<file path="src/rtl/pipe_ctrl.sv">
// pipe_ctrl: hazard and sequencing controller for a 5-stage RV32I pipeline.
// Produces per-stage hold (stall) and NOP-insert (bubble) enables, handles
// load-use hazards, EX-resolved redirects (deferred while a fetch is in
// flight), fetch/memory wait cycles, and a saturating stall-cycle counter.
module pipe_ctrl #(
  parameter int XLEN  = 32,
  parameter int CNT_W = 16
) (
  input  logic             clk,
  input  logic             rst,
  input  logic             id_re1,
  input  logic             id_re2,
  input  logic [4:0]       id_ra1,
  input  logic [4:0]       id_ra2,
  input  logic             ex_is_load,
  input  logic             ex_we,
  input  logic [4:0]       ex_wa,
  input  logic             ex_br_taken,
  input  logic [XLEN-1:0]  ex_br_target,
  input  logic             if_busy,
  input  logic             mm_busy,
  output logic [4:0]       stall,
  output logic [4:0]       bubble,
  output logic             redirect_en,
  output logic [XLEN-1:0]  redirect_pc,
  output logic [1:0]       state,
  output logic [CNT_W-1:0] stall_cnt
);

  typedef enum logic [1:0] {
    RUN        = 2'd0,
    REDIR_PEND = 2'd1
  } state_t;

  // Stage bit positions: [0] PC, [1] IF/ID, [2] ID/EX, [3] EX/MEM, [4] MEM/WB
  localparam logic [4:0] MEM_WAIT_STALL  = 5'b01111;
  localparam logic [4:0] MEM_WAIT_BUBBLE = 5'b10000;
  localparam logic [4:0] FETCH_STALL     = 5'b00001;
  localparam logic [4:0] FETCH_BUBBLE    = 5'b00010;
  localparam logic [4:0] BRANCH_BUBBLE   = 5'b00110;
  localparam logic [4:0] LDUSE_STALL     = 5'b00011;
  localparam logic [4:0] LDUSE_BUBBLE    = 5'b00100;

  state_t            r_state;
  logic [XLEN-1:0]   r_target;
  logic [CNT_W-1:0]  r_cnt;

  state_t            w_state_next;
  logic              w_latch;
  logic [4:0]        w_stall;
  logic [4:0]        w_bubble;
  logic              w_redir_en;
  logic [XLEN-1:0]   w_redir_pc;
  logic              w_any;
  logic              w_load_use;

  logic [1:0]        w_src_re;
  logic [4:0]        w_src_ra [2];
  logic [1:0]        w_src_hit;

  assign w_src_re    = {id_re2, id_re1};
  assign w_src_ra[0] = id_ra1;
  assign w_src_ra[1] = id_ra2;

  // One comparator per decode source operand against the EX destination
  generate
    for (genvar gi = 0; gi < 2; gi++) begin : g_src_cmp
      assign w_src_hit[gi] = w_src_re[gi] & (w_src_ra[gi] == ex_wa);
    end
  endgenerate

  // x0 is hard-wired zero, so a load targeting it never creates a hazard
  assign w_load_use = ex_is_load & ex_we & (ex_wa != 5'd0) & (|w_src_hit);

  // Per-cycle priority resolution; memory wait dominates every state
  always_comb begin
    w_stall      = '0;
    w_bubble     = '0;
    w_redir_en   = 1'b0;
    w_redir_pc   = '0;
    w_state_next = r_state;
    w_latch      = 1'b0;
    if (mm_busy) begin
      // Freeze everything up to EX/MEM; a branch in EX is re-evaluated later
      w_stall  = MEM_WAIT_STALL;
      w_bubble = MEM_WAIT_BUBBLE;
    end else if (r_state == REDIR_PEND) begin
      // ID/EX only holds bubbles here, so ex_br_taken is deliberately ignored
      if (if_busy) begin
        w_stall  = FETCH_STALL;
        w_bubble = FETCH_BUBBLE;
      end else begin
        w_redir_en   = 1'b1;
        w_redir_pc   = r_target;
        w_bubble     = FETCH_BUBBLE;
        w_state_next = RUN;
      end
    end else if (ex_br_taken) begin
      w_bubble = BRANCH_BUBBLE;
      if (!if_busy) begin
        w_redir_en = 1'b1;
        w_redir_pc = ex_br_target;
      end else begin
        // Fetch in flight: remember the target and redirect once it lands
        w_latch      = 1'b1;
        w_state_next = REDIR_PEND;
      end
    end else if (w_load_use) begin
      // One cycle is enough: next cycle the load is in MEM and forwards
      w_stall  = LDUSE_STALL;
      w_bubble = LDUSE_BUBBLE;
    end else if (if_busy) begin
      w_stall  = FETCH_STALL;
      w_bubble = FETCH_BUBBLE;
    end
  end

  assign w_any = (|w_stall) | (|w_bubble);

  // Redirect FSM and pending-target register
  always_ff @(posedge clk) begin
    if (!rst) begin
      r_state  <= RUN;
      r_target <= '0;
    end else begin
      r_state <= w_state_next;
      if (w_latch) begin
        r_target <= ex_br_target;
      end
    end
  end

  // Saturating count of cycles with any hold or NOP-insert active
  always_ff @(posedge clk) begin
    if (!rst) begin
      r_cnt <= '0;
    end else if (w_any && (r_cnt != {CNT_W{1'b1}})) begin
      r_cnt <= r_cnt + CNT_W'(1);
    end
  end

  // All outputs read as zero while reset is asserted
  assign stall       = rst ? w_stall    : 5'b0;
  assign bubble      = rst ? w_bubble   : 5'b0;
  assign redirect_en = rst ? w_redir_en : 1'b0;
  assign redirect_pc = rst ? w_redir_pc : '0;
  assign state       = rst ? r_state    : 2'd0;
  assign stall_cnt   = rst ? r_cnt      : '0;

endmodule

</file>
<file path="config.mk">
export PLATFORM = sky130hd
export DESIGN_NAME = pipe_ctrl
export DESIGN_NICKNAME = d
export VERILOG_FILES = /design/src/rtl/pipe_ctrl.sv
export SDC_FILE = /design/constraint.sdc
export NUM_CORES = 1
export LEC_CHECK = 0
export CAP_MARGIN = 20
export CORE_ASPECT_RATIO = 1.5
export CORE_MARGIN = 5
export CORE_UTILIZATION = 43
export CTS_CLUSTER_DIAMETER = 40
export DETAILED_ROUTE_END_ITERATION = 6
export PLACE_DENSITY = 0.8
export SETUP_SLACK_MARGIN = 0.5
export SLEW_MARGIN = 0
export SYNTH_ARGS = -nofsm -noshare
export SYNTH_HDL_FRONTEND = slang
export SYNTH_SLANG_ARGS = --single-unit
export TNS_END_PERCENT = 50
</file>
<file path="constraint.sdc">
create_clock -name clk -period 2.6 [get_ports clk]
set_input_delay 0.39 -clock clk [delete_from_list [all_inputs] [get_ports clk]]
set_output_delay 0.39 -clock clk [all_outputs]
set_load 0.005 [all_outputs]
</file>
==> summary.txt, run 1 <==
Clock network
  – TritonCTS Buffers: 5
  – Worst-Skew Late Latency: 0.30 ns
  – Worst-path clk slew: around 0.090 ns
  – Clk buf depth: 2
  – Clock root cell: clkbuf_8
  – Htree depth: 2
  – CTS tree: yes
  – CTS Sinks: 49
  – CTS Hold Bufs: 0

Place
  – DP Area: just over 0.004 sq mm
  – Gpl congestion: around 0.9
  – Dpl hpwl: 6430 microns
  – PortBufs: around 110

Yosys
  – Gate Count Post-Synth: 375
  – Sequential share of the synthesized area: 0.348
  – Synth top area share: 0.348
  – Post-synth top cells: nand2_1 (71), nor2_1 (53), dfxtp_1 (49)
  – Count leader, synth: nand2_1
  – Mapped Area: about 0.0028 sq mm
  – Register bit count reported by yosys: about 50
  – Commonest register cell after synthesis: dfxtp_1
  – Mean area per synthesized cell: 7.51 sq um
  – Area leader, netlist: dfxtp_1
  – Main area contributors after synthesis: dfxtp_1 (35%), nand2_1 (9.5%), a22oi_1 (8.5%)
  – Yosys warns: 0
  – Post-synth EDFFs: 0
  – Post-synthesis cell type count: 41
  – Ys async rst share: 0

Die
  – Io pins: approximately 120
  – Die H: 109 microns
  – Die Wd: between 70 and 80 microns
  – FP Rows: 36
  – Core area: 0.00644 sq mm
  – Die area: 0.00830 sq mm
  – Starting Density: 0.437

Layout
  – Finished Core Util: 0.709
  – Fillers: about 530
  – Ratio of cells with drive above 1 in the final layout: 0.228
  – Ant diodes: 0
  – Final instance area: 0.00457 sq mm
  – Layout Nets: 566
  – Synthesis-to-finish area growth: 62.3%

Setup path
  – Worst path bufs/invs: 5
  – Critical-path cell list: buf_6 > or3_4 > o311a_1 > buf_4 > buf_6 > buf_6 > a21oi_4 > clkbuf_16 > nor3_2 > mux2_4
  – Crit path depth: 10
  – Slowest stage delay, CP: 0.37 ns
  – CP most frequent cell: buf_6
  – CP Data Arrival Time: 2.34 ns
  – CP endpoint kind: flip-flop
  – Crit path required time: 2.80 ns
  – WS Path Type: in2reg
  – Crit start category: input pin
  – Largest delay share family, worst path: buffers and inverters
  – Critical path's slowest cell: or3_4
  – Worst-path maximum fanout: 5
  – Reg2reg path depth: 7

Power
  – Clk pwr share: 0.281
  – Total Power: 1640 uW
  – Power per Cell Area: 360 mW/mm^2
  – Worst ir drop on vdd: 0.225 mV
  – Leakage: 0.00185 uW
  – Net Switching: 444 uW
  – Sequential share of power: 0.478
  – Internal Pwr Total: ~1200 uW
  – Combinational fraction of design power: 0.240
  – Sw Ratio: 0.270

Global routing
  – Global route total overflow: 0
  – Met1 global-route usage: 0.232
  – Met2 Use GR: 0.422
  – Initial antenna violation count: 0
  – M3 GR Usage: 0.0537
  – Overall routing resource usage: 0.224
  – Vias in the first global route: 3225
  – First-pass GRT wire length: 15400 microns
  – Largest net degree at the start of global routing: 36
  – Most used routing layer: met2

STA
  – # setup viols final: 0
  – Slew HR: 0.555
  – Setup TNS: 0 ns
  – Slew at the pin closest to its max-slew limit: about 0.67 ns
  – Max-slew violations: 0
  – RSZ-0062 raised after global routing: true
  – Worst Skew: ~0.0046 ns
  – Final Hold Vio Count: 0
  – Final Critical Period: 2.14 ns
  – F_max: 467 MHz
  – Period utilisation layout: 0.823

Detailed routing
  – DR DRC count: 0
  – Vias per cell: approximately 5.5
  – DR vias: 3233
  – Initial DRC count: 204
  – Post-route ant nets: 0
  – DR WL/cell: roughly 17 microns
  – Routed wire length: 10100 microns
  – Initial DRT Pass Iterations: 4

Min path
  – HP Class: reg2reg
  – Hold depth: 2

Run
  – Max-cap violations: 0

Status
  – Status: finished clean
state kept, by name (all words and copies together), names as in the netlist:
name	count
r_state	1
r_cnt	16
r_target	32
cell usage in the layout, fill, tap and decap left out, drive strengths merged, types with 4 or more instances in the layout:
master         synthesis  final
nor2                  53     53
nor3                   8      8
nand3                  8      8
and2                  16     16
dlygate4sd2            0     30
clkbuf                23     12
nor3b                  5      5
xnor2                 10     10
a21oi                 39     39
buf                   11     55
nand2                 71     71
clkdlybuf4s50          0     57
conb                   1      4
and3                   6      6
clkdlybuf4s15          0      8
dfxtp                 49     49
a22oi                 32     32
mux2                  12     12
metrics by stage:
| stage | worst slack [ns] | hold WS [ns] | std cells |
|---|---|---|---|
| 2_1_floorplan | 0.672 | 0.437 | 378 |
| 3_3_place_gp | -0.289 | 0.442 | 554 |
| 3_5_place_dp | -0.342 | 0.447 | 554 |
| 4_1_cts | 0.424 | 0.460 | 580 |
| 5_1_grt | 0.382 | 0.481 | 585 |
| 6_report | 0.460 | 0.458 | 585 |
power groups by stage:
stage          clock, uW  sequential (uW)  combinational [uW]
5_1_grt              502              790                 425
2_1_floorplan          0              798                 144
6_report             463              786                 395
3_3_place_gp           0              801                 319
4_1_cts              475              785                 362
3_5_place_dp           0              802                 326
path summary, 6_finish.rpt:
check / from / slack [ns] / endpoint
setup / recovery: ex_wa[3] / 0.46 / r_cnt[4]$_SDFFE_PN0P_
hold / removal: r_target[27]$_SDFFE_PN0P_ / 0.46 / r_target[27]$_SDFFE_PN0P_
setup reg to reg: r_cnt[0]$_SDFFE_PN0P_ / 0.58 / r_cnt[5]$_SDFFE_PN0P_
hold reg to reg: r_target[27]$_SDFFE_PN0P_ / 0.46 / r_target[27]$_SDFFE_PN0P_
cell families (layout without fill, tap and decap cells):
logic type	Yosys count	count (layout)	synth area share
adders and majority gates	1	1	0.00444
muxes	12	12	0.0547
buffers and inverters	38	169	0.0644
other	1	4	0.00133
AOI/OAI and AO/OA	81	81	0.180
and+or+nand+nor	183	183	0.315
xor gates and xnor gates	10	10	0.0311
DFF	49	49	0.348
per-layer routing:
layer,vias up,routed length [microns],share of wire
met3,28,471,0.047
met5,-,0,0
met4,0,364,0.036
met1,1560,3630,0.36
met2,97,5620,0.56
li1,1548,-,-
worst register-to-register path, cell delays in order, from the launching register on:
cell     delay, ns
dfxtp_1       0.41
ha_1          0.25
and3_4        0.25
nand3_4       0.09
nor3b_4       0.18
buf_4         0.29
nor3b_1       0.10
mux2_1        0.32
cell type report:
| class | count | area (sq um) | share of cell area |
|---|---|---|---|
| multi-input cells | 291 | 1830 | 0.401 |
| repair buffers | 158 | 1550 | 0.339 |
| well taps | 76 | 95.1 | 0.0208 |
| clock inverters | 1 | 7.51 | 0.00164 |
| clock buffers | 6 | 82.6 | 0.0181 |
| flip-flops and latches | 49 | 985 | 0.216 |
| inverters | 4 | 21.3 | 0.00466 |
timing repair:
action / 4_1_cts / 5_1_grt
resized for setup: 116 / 42
endpoints found under the hold margin: 0 / 0
setup endpoints to repair: 71 / 37
pin swaps: 23 / 19
gates cloned: 4 / 3
buffers inserted: 15 / 2
Power figures use the tool's default switching activity.
==> run 2, diff against run 1 <==
==> constraint.sdc (replaced) <==
create_clock -name clk -period 2 [get_ports clk]
set_input_delay 0.3 -clock clk [delete_from_list [all_inputs] [get_ports clk]]
set_output_delay 0.3 -clock clk [all_outputs]
set_load 0.005 [all_outputs]
==> run 2 against run 1 <==
The flow now finishes with violations (setup timing). Cell count increased by 2.7%. Combinational power increased by 56%. Clock-buffer cell count decreased by 1. Wire length increased by 9.7%. Register-to-register slack got worse by 0.49 ns. Setup slack got worse by 0.48 ns. Via count increased by 3.2%.
==> summary.txt, run 2 (synthesis results as in run 1) <==
Status
  – Status: finished with violations
  – Violated checks: setup timing

Die
  – Core area: 0.00644 sq mm (unchanged)
  – Die Wd: 76.1 microns (unchanged)
  – Io pins: 117 (unchanged)
  – Die area: 0.00830 sq mm (unchanged)
  – FP Rows: 36 (unchanged)
  – Starting Density: 0.437 (unchanged)
  – Die H: 109 microns (unchanged)

Power
  – Leakage: 0.00197 uW (+6.2%)
  – Power per Cell Area: 470 mW/mm^2 (+31%)
  – Worst ir drop on vdd: 0.284 mV (+26%)

Setup path
  – CP endpoint kind: flip-flop
  – FF-to-FF Start: r_cnt[4]$_SDFFE_PN0P_
  – CP Data Arrival Time: 2.22 ns (-0.12 ns)
  – Largest delay share family, worst path: buffers and inverters
  – Worst R2R Setup Slack: 0.09 ns (-0.49 ns)
  – Crit path required time: 2.20 ns (-0.60 ns)
  – Slowest stage delay, CP: 0.41 ns (+0.04 ns)
  – Reg-to-reg critical path endpoint: r_cnt[3]$_SDFFE_PN0P_
  – Critical-path cell list: dlygate4sd2_1 > xnor2_1 > nand4_1 > o22ai_2 > buf_4 > a21oi_4 > clkbuf_16 > nor4b_1 > mux2_2
  – WS Path Type: in2reg
  – Crit start category: input pin
  – First element of the critical path: id_ra2[4]
  – Critical path's slowest cell: nor4b_1
  – Worst-path maximum fanout: 5 (unchanged)
  – Worst path bufs/invs: 3 (-2)
  – Reg2reg path depth: 7 (unchanged)

Detailed routing
  – Vias per cell: 5.55 (+0.41%)
  – Post-route ant nets: 0 (unchanged)
  – DR DRC count: 0 (unchanged)
  – Initial DRT Pass Iterations: 4 (unchanged)
  – Initial DRC count: 225 (+10%)
  – Routed wire length: 11100 microns (+9.7%)
  – DR WL/cell: 18.4 microns (+6.8%)
  – DR vias: 3335 (+3.2%)

Run
  – Max-cap violations: 0 (unchanged)

STA
  – Final Critical Period: 2.02 ns
  – Setup TNS: -0.0200 ns (-0.0200 ns)
  – Final Hold Vio Count: 0 (unchanged)
  – Worst hold slack: 0.328 ns (-0.130 ns)
  – F_max: 495 MHz
  – Worst Skew: 0.00935 ns (+0.00470 ns)
  – RSZ-0062 raised after global routing: true
  – Max-slew violations: 0 (unchanged)
  – Final worst slack: -0.0200 ns (-0.480 ns)
  – # setup viols final: 1 (+1)
  – Period utilisation layout: 1.01

Layout
  – Commonest non-fill, non-tap cell in the layout: nand2_1
  – Reg with most FFs: r_target
  – Layout Nets: 581 (+2.7%)
  – Largest register FFs: 32 (unchanged)
  – Ant diodes: 0 (unchanged)
  – Multi-input logic area: 0.00222 sq mm (+22%)
  – Most frequent cells in the layout: nand2_1 (70), clkdlybuf4s50_1 (48), buf_2 (38), dfxtp_1 (38), buf_4 (35)
  – Fillers: 420 (-21%)
  – Sequential cell area: 1000 sq um (+1.5%)
  – Regs by FF count: r_target (32), r_cnt (16), r_state (1)
  – Synthesis-to-finish area growth: 79.7%
  – Ratio of cells with drive above 1 in the final layout: 0.436 (+0.208)

Global routing
  – Initial antenna violation count: 0 (unchanged)
  – Largest net degree at the start of global routing: 33 (-8.3%)
  – Global route total overflow: 0 (unchanged)
  – First-pass GRT wire length: 14800 microns (-3.9%)
  – Vias in the first global route: 3144 (-2.5%)
  – Overall routing resource usage: 0.212 (-0.0123)

Place
  – PortBufs: 112 (unchanged)
  – Gpl congestion: 0.830 (-6.6%)
  – Dpl hpwl: 5970 microns (-7.1%)

Min path
  – Hold_sp: rst
  – Hold depth: 3 (+1)
  – WHS Endpoint: r_state[0]$_SDFFE_PN0P_
  – HP Class: in2reg

Clock network
  – Htree depth: 2 (unchanged)
  – Worst-Skew Late Latency: 0.31 ns (about the same)
  – Clock root cell: clkbuf_8
  – Clk buf depth: 2 (unchanged)
  – CTS tree: yes
  – Worst-path clk slew: 0.10 ns (about the same)
  – TritonCTS Buffers: 5 (unchanged)
  – CTS Sinks: 49 (unchanged)
-- run 2: cell count changes in the layout (fill, tap and decap cells not counted), sizes merged --
cell,delta
inv,+2
bufbuf,-1
clkdlybuf4s15,-3
clkinv,+1
clkbuf,+2
bufinv,+1
clkinvlp,-2
dlymetal6s2s,+1
clkdlybuf4s50,-9
dlygate4sd2,-16
buf,+40
-- run 2: where the power goes --
part | internal, uW | leakage, uW | total, uW | switching [uW]
clock network | 376 | 0.0000585 | 737 | 362
logic | 322 | 0.00150 | 616 | 294
registers | 1000 | 0.000403 | 1020 | 21.1
total | 1700 | 0.00197 | 2380 | 677
-- run 2: what timing repair did --
action                     in CTS  in global routing
setup endpoints to repair     105                 99
resized for setup             135                199
pin swaps                      27                 55
setup buffers                  15                  7
gates cloned                    4                  6
hold buffers                    0                  0
-- run 2: metal layers --
layer,share of wire,up-vias,routed length (microns),GRT usage
met5,0,-,0,0
met4,0.026,0,286,0.0513
met3,0.052,23,578,0.0463
met2,0.56,124,6220,0.398
met1,0.36,1614,3980,0.241
li1,-,1574,-,-
-- run 2: worst min-delay path: cells and delay by family --
| family | cells | cell delay [ns] |
|---|---|---|
| buf+inv | 1 | 0.14 |
| compound gates | 2 | 0.15 |
-- run 2: stage by stage --
step / power, uW / std cells / utilization / setup WS, ns / area [sq um]
2_1_floorplan: 1250 / 378 / - / 0.240 / 2940
3_3_place_gp: 1470 / 561 / 0.653 / -0.634 / 4210
3_5_place_dp: 1480 / 561 / 0.653 / -0.658 / 4210
4_1_cts: 2250 / 588 / 0.702 / 0.0468 / 4520
5_1_grt: 2460 / 601 / 0.785 / -0.197 / 5060
6_report: 2380 / 601 / 0.785 / -0.0200 / 5060
-- run 2: cell type report --
type / instances / area share
Clock buffer: 5 / 0.0136
Clock inverter: 3 / 0.00866
Inverter: 4 / 0.00346
Multi-Input combinational cell: 291 / 0.440
Sequential cell: 49 / 0.198
Tap cell: 76 / 0.0188
Timing Repair Buffer: 173 / 0.318
-- run 2: worst max-delay path by stage --
stage	endpoint	slack (ns)	cells after the start
final	r_cnt[7]$_SDFFE_PN0P_	-0.02	9
after detailed placement	bubble[1]	-0.66	7
after global routing	r_cnt[7]$_SDFFE_PN0P_	-0.20	9
after global placement	bubble[1]	-0.63	7
after floorplan	r_cnt[3]$_SDFFE_PN0P_	0.24	7
after CTS	bubble[1]	0.05	7
==> run 3, diff against run 2 <==
--- a/config.mk
+++ b/config.mk
@@ -5,13 +5,14 @@
 export SDC_FILE = /design/constraint.sdc
 export NUM_CORES = 1
 export LEC_CHECK = 0
+export ABC_AREA = 1
 export CAP_MARGIN = 20
 export CORE_ASPECT_RATIO = 1.5
 export CORE_MARGIN = 5
-export CORE_UTILIZATION = 43
+export CORE_UTILIZATION = 45
 export CTS_CLUSTER_DIAMETER = 40
 export DETAILED_ROUTE_END_ITERATION = 6
-export PLACE_DENSITY = 0.8
+export PLACE_DENSITY = 0.81
 export SETUP_SLACK_MARGIN = 0.5
 export SLEW_MARGIN = 0
 export SYNTH_ARGS = -nofsm -noshare
==> run 3 against run 2 <==
The run now ends clean. Clock skew hardly changed. Synthesized cell count increased by 34%. Sequential power about the same. Die area grew 8.3%. Sequential cell count stayed put. Critical path type is now reg2out.
==> summary.txt, run 3 <==
Layout
  – Reg with most FFs: r_target
  – Ratio of cells with drive above 1 in the final layout: 0.342 (-0.0944)
  – Largest register FFs: 32 (unchanged)
  – Ant diodes: 0 (unchanged)
  – Synthesis-to-finish area growth: 61.6%
  – Most frequent cells in the layout: inv_1 (63), nand2_1 (60), clkdlybuf4s50_1 (52), nor2_1 (50)
  – Regs by FF count: r_target (32), r_cnt (16), r_state (1)
  – Commonest non-fill, non-tap cell in the layout: inv_1
  – Layout Cells excl Fill: 710 (+18%)
  – Final instance area: 0.00521 sq mm (+2.9%)
  – Layout Nets: 688 (+18%)

Die
  – Die Wd: 79.1 microns (+4.0%)
  – Io pins: 117 (unchanged)
  – Starting Density: 0.464 (+0.0269)
  – Die area: 0.00899 sq mm (+8.3%)
  – Die H: 114 microns (+4.2%)
  – Core area: 0.00694 sq mm (+7.8%)
  – FP Rows: 37 (+2.8%)

Detailed routing
  – Post-route ant nets: 0 (unchanged)
  – Initial DRC count: 241 (+7.1%)
  – Initial DRT Pass Iterations: 5 (+1)
  – DR vias: 3905 (+17%)
  – DR WL/cell: 16.2 microns (-12%)
  – DR DRC count: 0 (unchanged)
  – Routed wire length: 11500 microns (+4.3%)
  – Vias per cell: 5.50 (-0.88%)

Clock network
  – Htree depth: 2 (unchanged)
  – Worst-path clk slew: 0.08 ns (-0.02 ns)
  – CTS Hold Bufs: 0 (unchanged)
  – Worst-Skew Late Latency: 0.29 ns (-0.02 ns)
  – CTS tree: yes
  – CTS Sinks: 49 (unchanged)
  – Clock root cell: clkbuf_8
  – TritonCTS Buffers: 5 (unchanged)
  – Clk buf depth: 2 (unchanged)

Setup path
  – Slowest stage delay, CP: 0.39 ns (-0.02 ns)
  – CP endpoint kind: output port
  – CP Data Arrival Time: 1.54 ns (-0.68 ns)
  – WS Path Type: reg2out
  – Crit path required time: 1.70 ns (-0.50 ns)
  – Critical path's slowest cell: dfxtp_4
  – Worst R2R Setup Slack: 0.17 ns (+0.08 ns)
  – Critical-path cell list: nor2_4 > o21ai_4 > buf_12 > clkbuf_16 > a211oi_4 > clkbuf_2
  – Worst-path maximum fanout: 8 (+3)
  – Crit start category: flip-flop

Yosys
  – Ys async rst share: 0 (unchanged)
  – Mean area per synthesized cell: 6.39 sq um (-15%)
  – Gate Count Post-Synth: 504 (+34%)
  – Post-synth EDFFs: 0 (unchanged)
  – Synth top area share: 0.304 (-0.0440)
  – Area leader, netlist: dfxtp_1
  – Register bit count reported by yosys: 49 (unchanged)
  – Post-synthesis cell type count: 33 (-20%)
  – Count leader, synth: inv_1
  – Mapped Area: 0.00322 sq mm (+14%)
  – Yosys warns: 0 (unchanged)
  – Post-synth top cells: inv_1 (77), nand2_1 (71), nor2_1 (59)
  – Sequential share of the synthesized area: 0.304 (-0.0440)
  – Main area contributors after synthesis: dfxtp_1 (30%), inv_1 (9.0%), nand3_1 (8.9%)
  – Commonest register cell after synthesis: dfxtp_1

Global routing
  – Overall routing resource usage: 0.223 (+0.0113)
  – First-pass GRT wire length: 16800 microns (+13%)
  – Vias in the first global route: 3681 (+17%)
  – Global route total overflow: 0 (unchanged)
  – Largest net degree at the start of global routing: 66 (+100%)
  – Initial antenna violation count: 0 (unchanged)

STA
  – Period utilisation layout: 0.919 (-0.0907)
  – Worst Skew: 0.00966 ns (+0.000314 ns)
  – Max-slew violations: 0 (unchanged)
  – # setup viols final: 0 (-1)
  – F_max: 544 MHz (+9.9%)
  – Setup TNS: 0 ns (+0.0200 ns)
  – RSZ-0062 raised after global routing: true
  – Final Hold Vio Count: 0 (unchanged)
  – Final Critical Period: 1.84 ns (-0.181 ns)

Place
  – DP Area: 0.00451 sq mm (+7.1%)
  – Dpl hpwl: 6840 microns (+14%)
  – PortBufs: 112 (unchanged)
  – Placed Cells incl. Taps: 681 (+21%)
  – Gpl congestion: 0.934 (+13%)

Min path
  – HP Class: reg2reg

Power
  – Power per Cell Area: 434 mW/mm^2 (-7.6%)
  – Leakage: 0.00237 uW (+21%)
  – Worst ir drop on vdd: 0.328 mV (+15%)

Status
  – Status: finished clean

Run
  – Max-cap violations: 0 (unchanged)
-- run 3: changes by cell type in the layout (fill, tap and decap cells not counted), moves of 25 or more --
cell / delta
inv_1: +60
nor2_1: +27
nand3_1: +35
o21ai_0: +30
a22oi_2: -28
nor2_4: -25
-- run 3: routing by layer --
layer  vias up  GRT usage  routed length, microns
li1       1871          -                       -
met1      1821      0.261                    4260
met2       180      0.416                    6210
met3        33     0.0371                     730
met4         0     0.0550                     333
met5         -          0                       0
-- run 3: layout make-up --
| cell class | count | area, sq um |
|---|---|---|
| Timing Repair Buffer | 157 | 1460 |
| Clock inverter | 1 | 7.51 |
| Multi-Input combinational cell | 339 | 2260 |
| Inverter | 79 | 312 |
| Tap cell | 78 | 97.6 |
| Clock buffer | 7 | 76.3 |
| Sequential cell | 49 | 992 |
| Fill cell | 508 | 1740 |
-- run 3: kinds of logic (layout without fill, tap and decap cells) --
logic type	after synthesis	after routing	synth area share
simple gates	206	207	0.289
buf+inv	120	244	0.160
compound gates	114	114	0.206
flops	49	49	0.304
xor+xnor	13	13	0.0353
fa+ha+maj	1	1	0.00388
other cells	1	4	0.00116
-- run 3: path summary, 6_finish.rpt --
| kind | endpoint | startpoint | cells after the start |
|---|---|---|---|
| max reg2reg | r_cnt[15]$_SDFFE_PN0P_ | r_cnt[0]$_SDFFE_PN0P_ | 9 |
| min reg2reg | r_target[16]$_SDFFE_PN0P_ | r_target[16]$_SDFFE_PN0P_ | 2 |
| min | r_target[16]$_SDFFE_PN0P_ | r_target[16]$_SDFFE_PN0P_ | 2 |
| max | redirect_pc[13] | r_state[0]$_SDFFE_PN0P_ | 6 |
-- run 3: critical path: cells and delay by family (launching register included) --
kind            cells  cell delay [ns]
simple gates        1             0.13
flops               1             0.39
compound gates      2             0.26
buf+inv             3             0.46
-- run 3: what timing repair did --
| action | in CTS | in global routing |
|---|---|---|
| pin swaps | 31 | 31 |
| endpoints found under the hold margin | 0 | 0 |
| resized for setup | 229 | 127 |
| buffers inserted | 2 | 10 |
| gates cloned | 3 | 6 |
| endpoints found under the setup margin | 73 | 73 |
-- run 3: report_power, final --
| group | internal [uW] | switching (uW) | total, uW |
|---|---|---|---|
| clock | 248 | 323 | 572 |
| sequential | 1020 | 30.8 | 1050 |
| combinational | 306 | 334 | 640 |
| total | 1570 | 688 | 2260 |
-- run 3: through the flow --
step	hold WS (ns)	power, uW	util	setup WS (ns)
after global routing	0.461	2370	0.750	0.0708
after floorplan	0.424	1310	-	0.329
after detailed placement	0.438	1570	0.649	-0.586
after global placement	0.431	1560	0.649	-0.519
after CTS	0.418	2170	0.684	0.175
final	0.450	2260	0.750	0.161
